[config.mk]
export PLATFORM = sky130hd
export DESIGN_NAME = qsys_serial_requester
export DESIGN_NICKNAME = d
export VERILOG_FILES = /design/src/rtl/qsys_serial_requester.sv
export SDC_FILE = /design/constraint.sdc
export NUM_CORES = 1
export LEC_CHECK = 0
export CORE_MARGIN = 2
export CORE_UTILIZATION = 53
export CTS_CLUSTER_SIZE = 20
export DETAILED_ROUTE_END_ITERATION = 8
export PLACE_DENSITY = 0.8
export SYNTH_ARGS = -nofsm -noshare
export SYNTH_HDL_FRONTEND = slang
export SYNTH_SLANG_ARGS = --single-unit
[constraint.sdc]
create_clock -name clk -period 5.9 [get_ports clk]
set_input_delay 1.18 -clock clk [delete_from_list [all_inputs] [get_ports clk]]
set_output_delay 1.18 -clock clk [all_outputs]
set_load 0.05 [all_outputs]
[src/rtl/qsys_serial_requester.sv]
// ---------------------------------------------------------------------------
// qsys_serial_requester
//
// Processor-side end of the Qsys serial link. A single parallel bus command
// (read/write, address, data) is taken on a valid/ready port and sent to the
// serial-to-Avalon host bridge as a 65-bit frame, MSB first:
//   bit 64 = write flag, bits 63..32 = address, bits 31..0 = write data
//   (reads send an all-zero data field).
// The block then waits for the bridge's 32-bit serial reply, MSB first, and
// returns it on a one-cycle response strobe. A reply that never starts, or
// one that stops before 32 bits, produces an error response with zero data.
//
// Every output is registered. The serial side (sle/sdo) trails the state
// register by one cycle: for a command accepted at edge 0, sle is high after
// edges 1..65 and low again after edge 66.
//
// Parameters
//   TIMEOUT_CYCLES  WAIT_RSP cycles allowed before an error response (>= 2)
//   TO_W            timeout counter width; must be able to hold TIMEOUT_CYCLES
//
// Ports
//   clk            in   1   block clock, also the serial link clock
//   reset          in   1   asynchronous reset, active-high
//   cmd_valid      in   1   command present
//   cmd_ready      out  1   command can be accepted (IDLE only)
//   cmd_write      in   1   1 = write, 0 = read
//   cmd_address    in   32  bus address
//   cmd_writedata  in   32  write data (ignored for reads)
//   rsp_valid      out  1   one-cycle response strobe
//   rsp_readdata   out  32  reply word, 0 on error
//   rsp_error      out  1   timeout or short reply, qualified by rsp_valid
//   sle            out  1   frame enable to the bridge
//   sdo            out  1   serial data to the bridge
//   sdi            in   1   serial data from the bridge
//   srdy           in   1   bridge reply-valid
//
// Optional feature (macro QSYS_SERIAL_REQ_STATS_EN)
//   Adds stat_xfers[15:0] (good responses) and stat_errors[15:0] (error
//   responses). Both reset to 0, count on the rsp_valid cycle and saturate
//   at 16'hFFFF. Without the macro these ports and counters do not exist.
// ---------------------------------------------------------------------------
module qsys_serial_requester #(
  parameter int TIMEOUT_CYCLES = 1024,
  parameter int TO_W           = 11
) (
  input  logic        clk,
  input  logic        reset,
  input  logic        cmd_valid,
  output logic        cmd_ready,
  input  logic        cmd_write,
  input  logic [31:0] cmd_address,
  input  logic [31:0] cmd_writedata,
  output logic        rsp_valid,
  output logic [31:0] rsp_readdata,
  output logic        rsp_error,
  output logic        sle,
  output logic        sdo,
  input  logic        sdi,
  input  logic        srdy
`ifdef QSYS_SERIAL_REQ_STATS_EN
  ,
  output logic [15:0] stat_xfers,
  output logic [15:0] stat_errors
`endif
);

  typedef enum logic [2:0] {
    S_IDLE     = 3'd0,
    S_SHIFT    = 3'd1,
    S_GAP      = 3'd2,
    S_WAIT_RSP = 3'd3,
    S_CAPTURE  = 3'd4,
    S_DONE     = 3'd5,
    S_ERR      = 3'd6,
    S_DRAIN    = 3'd7
  } state_t;

  // Last WAIT_RSP count before giving up: N cycles means counts 0..N-1.
  localparam logic [TO_W-1:0] TO_LAST  = TO_W'(TIMEOUT_CYCLES - 1);
  localparam logic [TO_W-1:0] TO_SAT   = {TO_W{1'b1}};
  localparam logic [6:0]      BIT_SAT  = 7'h7F;
  localparam logic [6:0]      FRAME_LAST = 7'd64;
  localparam logic [6:0]      REPLY_LAST = 7'd31;

  // Saturating increment for the 16-bit statistics counters.
  function automatic logic [15:0] sat_inc16(input logic [15:0] value);
    if (value == 16'hFFFF) begin
      sat_inc16 = value;
    end else begin
      sat_inc16 = value + 16'd1;
    end
  endfunction

  state_t            state;
  state_t            next_state;
  logic [64:0]       frame;
  logic [6:0]        bit_cnt;
  logic [TO_W-1:0]   to_cnt;
  logic [31:0]       capture;
  logic [31:0]       capture_next;
  logic              accept;

  assign accept       = cmd_valid && cmd_ready;
  // Reply word with this cycle's sdi shifted in at the LSB.
  assign capture_next = {capture[30:0], sdi};

  // State register.
  always_ff @(posedge clk or posedge reset) begin
    if (reset) begin
      state <= S_IDLE;
    end else begin
      state <= next_state;
    end
  end

  // Next-state logic.
  always_comb begin
    next_state = state;
    case (state)
      S_IDLE: begin
        if (accept) begin
          next_state = S_SHIFT;
        end else begin
          next_state = S_IDLE;
        end
      end
      S_SHIFT: begin
        // bit_cnt counts the frame bit being put out this cycle.
        if (bit_cnt == FRAME_LAST) begin
          next_state = S_GAP;
        end else begin
          next_state = S_SHIFT;
        end
      end
      S_GAP: begin
        next_state = S_WAIT_RSP;
      end
      S_WAIT_RSP: begin
        // A reply starting on the last allowed cycle still wins.
        if (srdy) begin
          next_state = S_CAPTURE;
        end else if (to_cnt == TO_LAST) begin
          next_state = S_ERR;
        end else begin
          next_state = S_WAIT_RSP;
        end
      end
      S_CAPTURE: begin
        // bit_cnt holds the number of reply bits already taken.
        if (!srdy) begin
          next_state = S_ERR;
        end else if (bit_cnt == REPLY_LAST) begin
          next_state = S_DONE;
        end else begin
          next_state = S_CAPTURE;
        end
      end
      S_DONE: begin
        next_state = S_DRAIN;
      end
      S_ERR: begin
        next_state = S_DRAIN;
      end
      S_DRAIN: begin
        // Any srdy beyond the 32nd bit is swallowed here.
        if (!srdy) begin
          next_state = S_IDLE;
        end else begin
          next_state = S_DRAIN;
        end
      end
      default: begin
        next_state = S_IDLE;
      end
    endcase
  end

  // Frame shifter, bit counter, timeout counter and reply capture.
  always_ff @(posedge clk or posedge reset) begin
    if (reset) begin
      frame   <= 65'd0;
      bit_cnt <= 7'd0;
      to_cnt  <= {TO_W{1'b0}};
      capture <= 32'd0;
    end else begin
      case (state)
        S_IDLE: begin
          if (accept) begin
            frame   <= {cmd_write, cmd_address, (cmd_write ? cmd_writedata : 32'd0)};
            bit_cnt <= 7'd0;
          end
        end
        S_SHIFT: begin
          frame <= {frame[63:0], 1'b0};
          if (bit_cnt != BIT_SAT) begin
            bit_cnt <= bit_cnt + 7'd1;
          end
        end
        S_GAP: begin
          to_cnt  <= {TO_W{1'b0}};
          bit_cnt <= 7'd0;
        end
        S_WAIT_RSP: begin
          if (srdy) begin
            capture <= capture_next;
            bit_cnt <= 7'd1;
          end else if (to_cnt != TO_SAT) begin
            to_cnt <= to_cnt + {{(TO_W-1){1'b0}}, 1'b1};
          end
        end
        S_CAPTURE: begin
          if (srdy) begin
            capture <= capture_next;
            if (bit_cnt != BIT_SAT) begin
              bit_cnt <= bit_cnt + 7'd1;
            end
          end
        end
        default: begin
          frame <= frame;
        end
      endcase
    end
  end

  // Registered outputs. Serial pins follow the current state (one cycle
  // behind it); the handshake and response follow the next state so that
  // rsp_valid coincides with the DONE/ERR state cycle.
  always_ff @(posedge clk or posedge reset) begin
    if (reset) begin
      cmd_ready    <= 1'b1;
      sle          <= 1'b0;
      sdo          <= 1'b0;
      rsp_valid    <= 1'b0;
      rsp_error    <= 1'b0;
      rsp_readdata <= 32'd0;
    end else begin
      cmd_ready    <= (next_state == S_IDLE);
      sle          <= (state == S_SHIFT);
      sdo          <= (state == S_SHIFT) ? frame[64] : 1'b0;
      rsp_valid    <= (next_state == S_DONE) || (next_state == S_ERR);
      rsp_error    <= (next_state == S_ERR);
      rsp_readdata <= (next_state == S_DONE) ? capture_next : 32'd0;
    end
  end

`ifdef QSYS_SERIAL_REQ_STATS_EN
  // Good/error response counters, stepped during the rsp_valid cycle.
  always_ff @(posedge clk or posedge reset) begin
    if (reset) begin
      stat_xfers  <= 16'd0;
      stat_errors <= 16'd0;
    end else begin
      if (state == S_DONE) begin
        stat_xfers <= sat_inc16(stat_xfers);
      end
      if (state == S_ERR) begin
        stat_errors <= sat_inc16(stat_errors);
      end
    end
  end
`endif

endmodule

==> results by group <==
Power and ir drop
  • Gate power share: 22.8%
  • Clock share of power: 31.6%
  • PD cells: 409.1 nW/um^2
  • Leakage: 0.003735 uW
  • Internal power: 2248 uW
  • Net load switching power: 1048 uW
  • Design Power: 3295 uW
  • Switching Fraction: 31.79%
  • Sequential Power Share: 45.7%
  • Peak VDD IR: 0.2568 mV

Finish
  • Finished Layout Cells: 833
  • Fraction of layout cells with a size suffix above 1: 11.01%
  • ANT cells: 0
  • Final Util: 69.64%
  • Area grow syn2layout: 26.79%
  • Nets: 750

Synthesis
  • Count leader, synth: dfrtp_1
  • Leading area contributor after synthesis: dfrtp_1
  • Synthesized area per cell: 10.93 sq um
  • Post-Syn Nets: 654
  • Register bit total from synthesis: 154
  • Post-synth ARST share: 100.0%
  • Share of the synthesized area in the top cell type: 60.27%
  • Post-synth top cells: 153 x dfrtp_1, 90 x nand2_1, 68 x nor2_1
  • Yosys warns: 0
  • Post-Syn Instances: 581
  • Mapped cell area: 6352 sq um
  • Top_reg_cell synth: dfrtp_1
  • Sequential share of the synthesized area: 60.69%
  • Post-synth EDFFs: 0
  • Synth area leaders: dfrtp_1 60%, mux2_2 5.5%, nand2_1 5.3%, nor2_1 4.0%, a22oi_1 3.8%
  • Post-synthesis cell type count: 45

STA
  • Total negative setup slack: 0 ns
  • Fin crit share: 56.70%
  • Fin. max-slew vios: 0
  • Slew headroom: 20.28%
  • Final Skew: 0.01055 ns
  • Worst Tran Pin Value: 1.194 ns
  • Unrepaired setup endpoints after global routing: no
  • Crit path time final: 3.345 ns
  • Max Fclk: 0.2989 GHz
  • Fin worst setup slack: 2.555 ns
  • Final setup vio count: 0
  • Hold Fails Final Rpt: 0

Floorplanning
  • Die span in x: 113.5 um
  • Placeable Area: 11560 sq um
  • Num ports: 107
  • Die Area: 12880 sq um
  • Die height: 113.5 um
  • Initial cell density of the core: 54.93%
  • Row cnt: 39

Drt
  • Drt via density: 5.597
  • Drt total wl: 13880 um
  • Wirelength per Cell: 16.66 um
  • Remaining antenna violation count: 0
  • Residual DRC: 0
  • First drt pass iteration count: 5
  • 1st-iter DRT viols: 438
  • DR vias: 4662

Critical path
  • CP Launch Type: input pin
  • Worst-path maximum fanout: 32
  • Crit path kind: in2reg
  • Worst setup EP type: register
  • WP data required: 6.25 ns
  • Crit path arrival time: 3.70 ns

CTS
  • Max Buffers Root-to-Sink: 2
  • Post_cts resized: 0
  • Clock sink count: 154
  • CTS buffer count: 17
  • Clk root buf: clkbuf_16
  • Clk slew on worst S/H paths: 0.07 ns
  • Clock latency on the worst-skew pair: 0.43 ns
  • Postcts setup bufs: 0
  • Hold-fix buffers, CTS: 0
  • H-Tree Depth: 4
  • TritonCTS clock tree: built

Run
  • Max Cap Viol: 0

GRT
  • Initial antenna violation count: 0
  • Gr ovfl total: 0
  • First-pass GRT wire length: 22780 um
  • Number of global-route vias before repair: 4629
  • GRT Overall Usage: 22.74%
  • Largest net degree at the start of global routing: 117

Placement
  • Placed cells: 801
  • Place WS: 2.217 ns
  • Gpl congestion: 0.7654
  • Port Buf Inserts: 106
  • Final HPWL from detailed placement: 8780 um

Hold path
  • Min-Delay Path Class: reg2reg

Outcome
  • Status: complete, no violations
worst max-delay path, stage by stage:
cell and delay, ns:
clkdlybuf4s50_1 0.50, nand3_1 0.49, nor2_2 1.12, a22oi_1 0.24
nand2_1 0.16
layout make-up:
class | instances | area [sq um]
repair buffers | 111 | 1099
inverters | 8 | 35.03
flip-flops and latches | 154 | 3855
well taps | 143 | 178.9
fillers | 819 | 3511
clock buffers | 21 | 460.4
clock inverters | 11 | 110.1
multi-input cells | 385 | 2316
placed cells by master (no fill, tap or decap), types with 2 or more instances in the layout:
cell,count
a21oi_1,9
clkbuf_16,17
nor3_2,2
clkbuf_1,2
a311oi_1,2
clkdlybuf4s50_1,106
o21ai_0,19
inv_6,5
inv_1,7
clkinv_4,2
and2_1,34
buf_4,5
nand3_1,9
nand4_1,2
mux2i_1,7
nor3b_1,2
mux2_2,31
nand2b_1,4
or3_1,2
clkbuf_8,2
a22oi_1,32
clkinvlp_4,3
or4_1,2
o22ai_1,25
o211ai_1,3
nor4_1,3
xnor2_1,7
nor2_1,67
ha_1,3
nor3_1,5
nand2_1,90
dfrtp_1,153
nor4_4,2
nor2b_1,5
and3_1,3
state kept, by name, summed over array words and instances, names as in the netlist:
| register | count |
|---|---|
| sdo | 1 |
| rsp_error | 1 |
| cmd_ready | 1 |
| rsp_valid | 1 |
| to_cnt | 11 |
| bit_cnt | 7 |
| frame | 65 |
| rsp_readdata | 32 |
| state | 3 |
| sle | 1 |
| capture | 31 |
kinds of logic (layout without fill, tap and decap cells):
kind of cell / count (synthesis) / after routing / synth area share (%)
AOI/OAI and AO/OA: 96 / 96 / 9.809
xor gates and xnor gates: 8 / 8 / 1.103
adders and majority gates: 3 / 3 / 0.5910
buffers and inverters: 42 / 151 / 2.895
DFF: 154 / 154 / 60.69
muxes: 38 / 38 / 6.598
and+or+nand+nor: 240 / 240 / 18.32
stage by stage:
step | hold WS [ns] | cell area [sq um]
2_1_floorplan | 0.4384 | 6352
3_3_place_gp | 0.4500 | 7483
3_5_place_dp | 0.4568 | 7483
4_1_cts | 0.4726 | 8054
5_1_grt | 0.5034 | 8054
6_report | 0.4712 | 8054
routing by layer:
| layer | GRT usage, % | part of all wire [%] | vias up |
|---|---|---|---|
| li1 | - | - | 2186 |
| met3 | 6.164 | 6.5 | 23 |
| met1 | 30.45 | 43 | 2298 |
| met5 | 0 | 0 | - |
| met4 | 8.862 | 2.0 | 0 |
| met2 | 35.85 | 48 | 155 |
final timing paths:
kind / to / slack, ns / depth (start not counted) / startpoint
max: frame[3] / 2.55 / 5 / cmd_valid
min: frame[26] / 0.47 / 2 / frame[25]
max reg2reg: frame[3] / 2.88 / 5 / state[2]
min reg2reg: frame[26] / 0.47 / 2 / frame[25]
max in group asynchronous: cmd_ready / 3.46 / 3 / reset
min in group asynchronous: capture[13] / 1.36 / 2 / reset
power by group through the flow:
stage / clock network [uW] / logic, uW / registers (uW)
6_report: 1040 / 751 / 1500
5_1_grt: 1110 / 844 / 1540
3_5_place_dp: 0 / 750 / 1510
2_1_floorplan: 0 / 583 / 1460
3_3_place_gp: 0 / 707 / 1500
4_1_cts: 1060 / 756 / 1500
(Power assumes the default switching activity.)
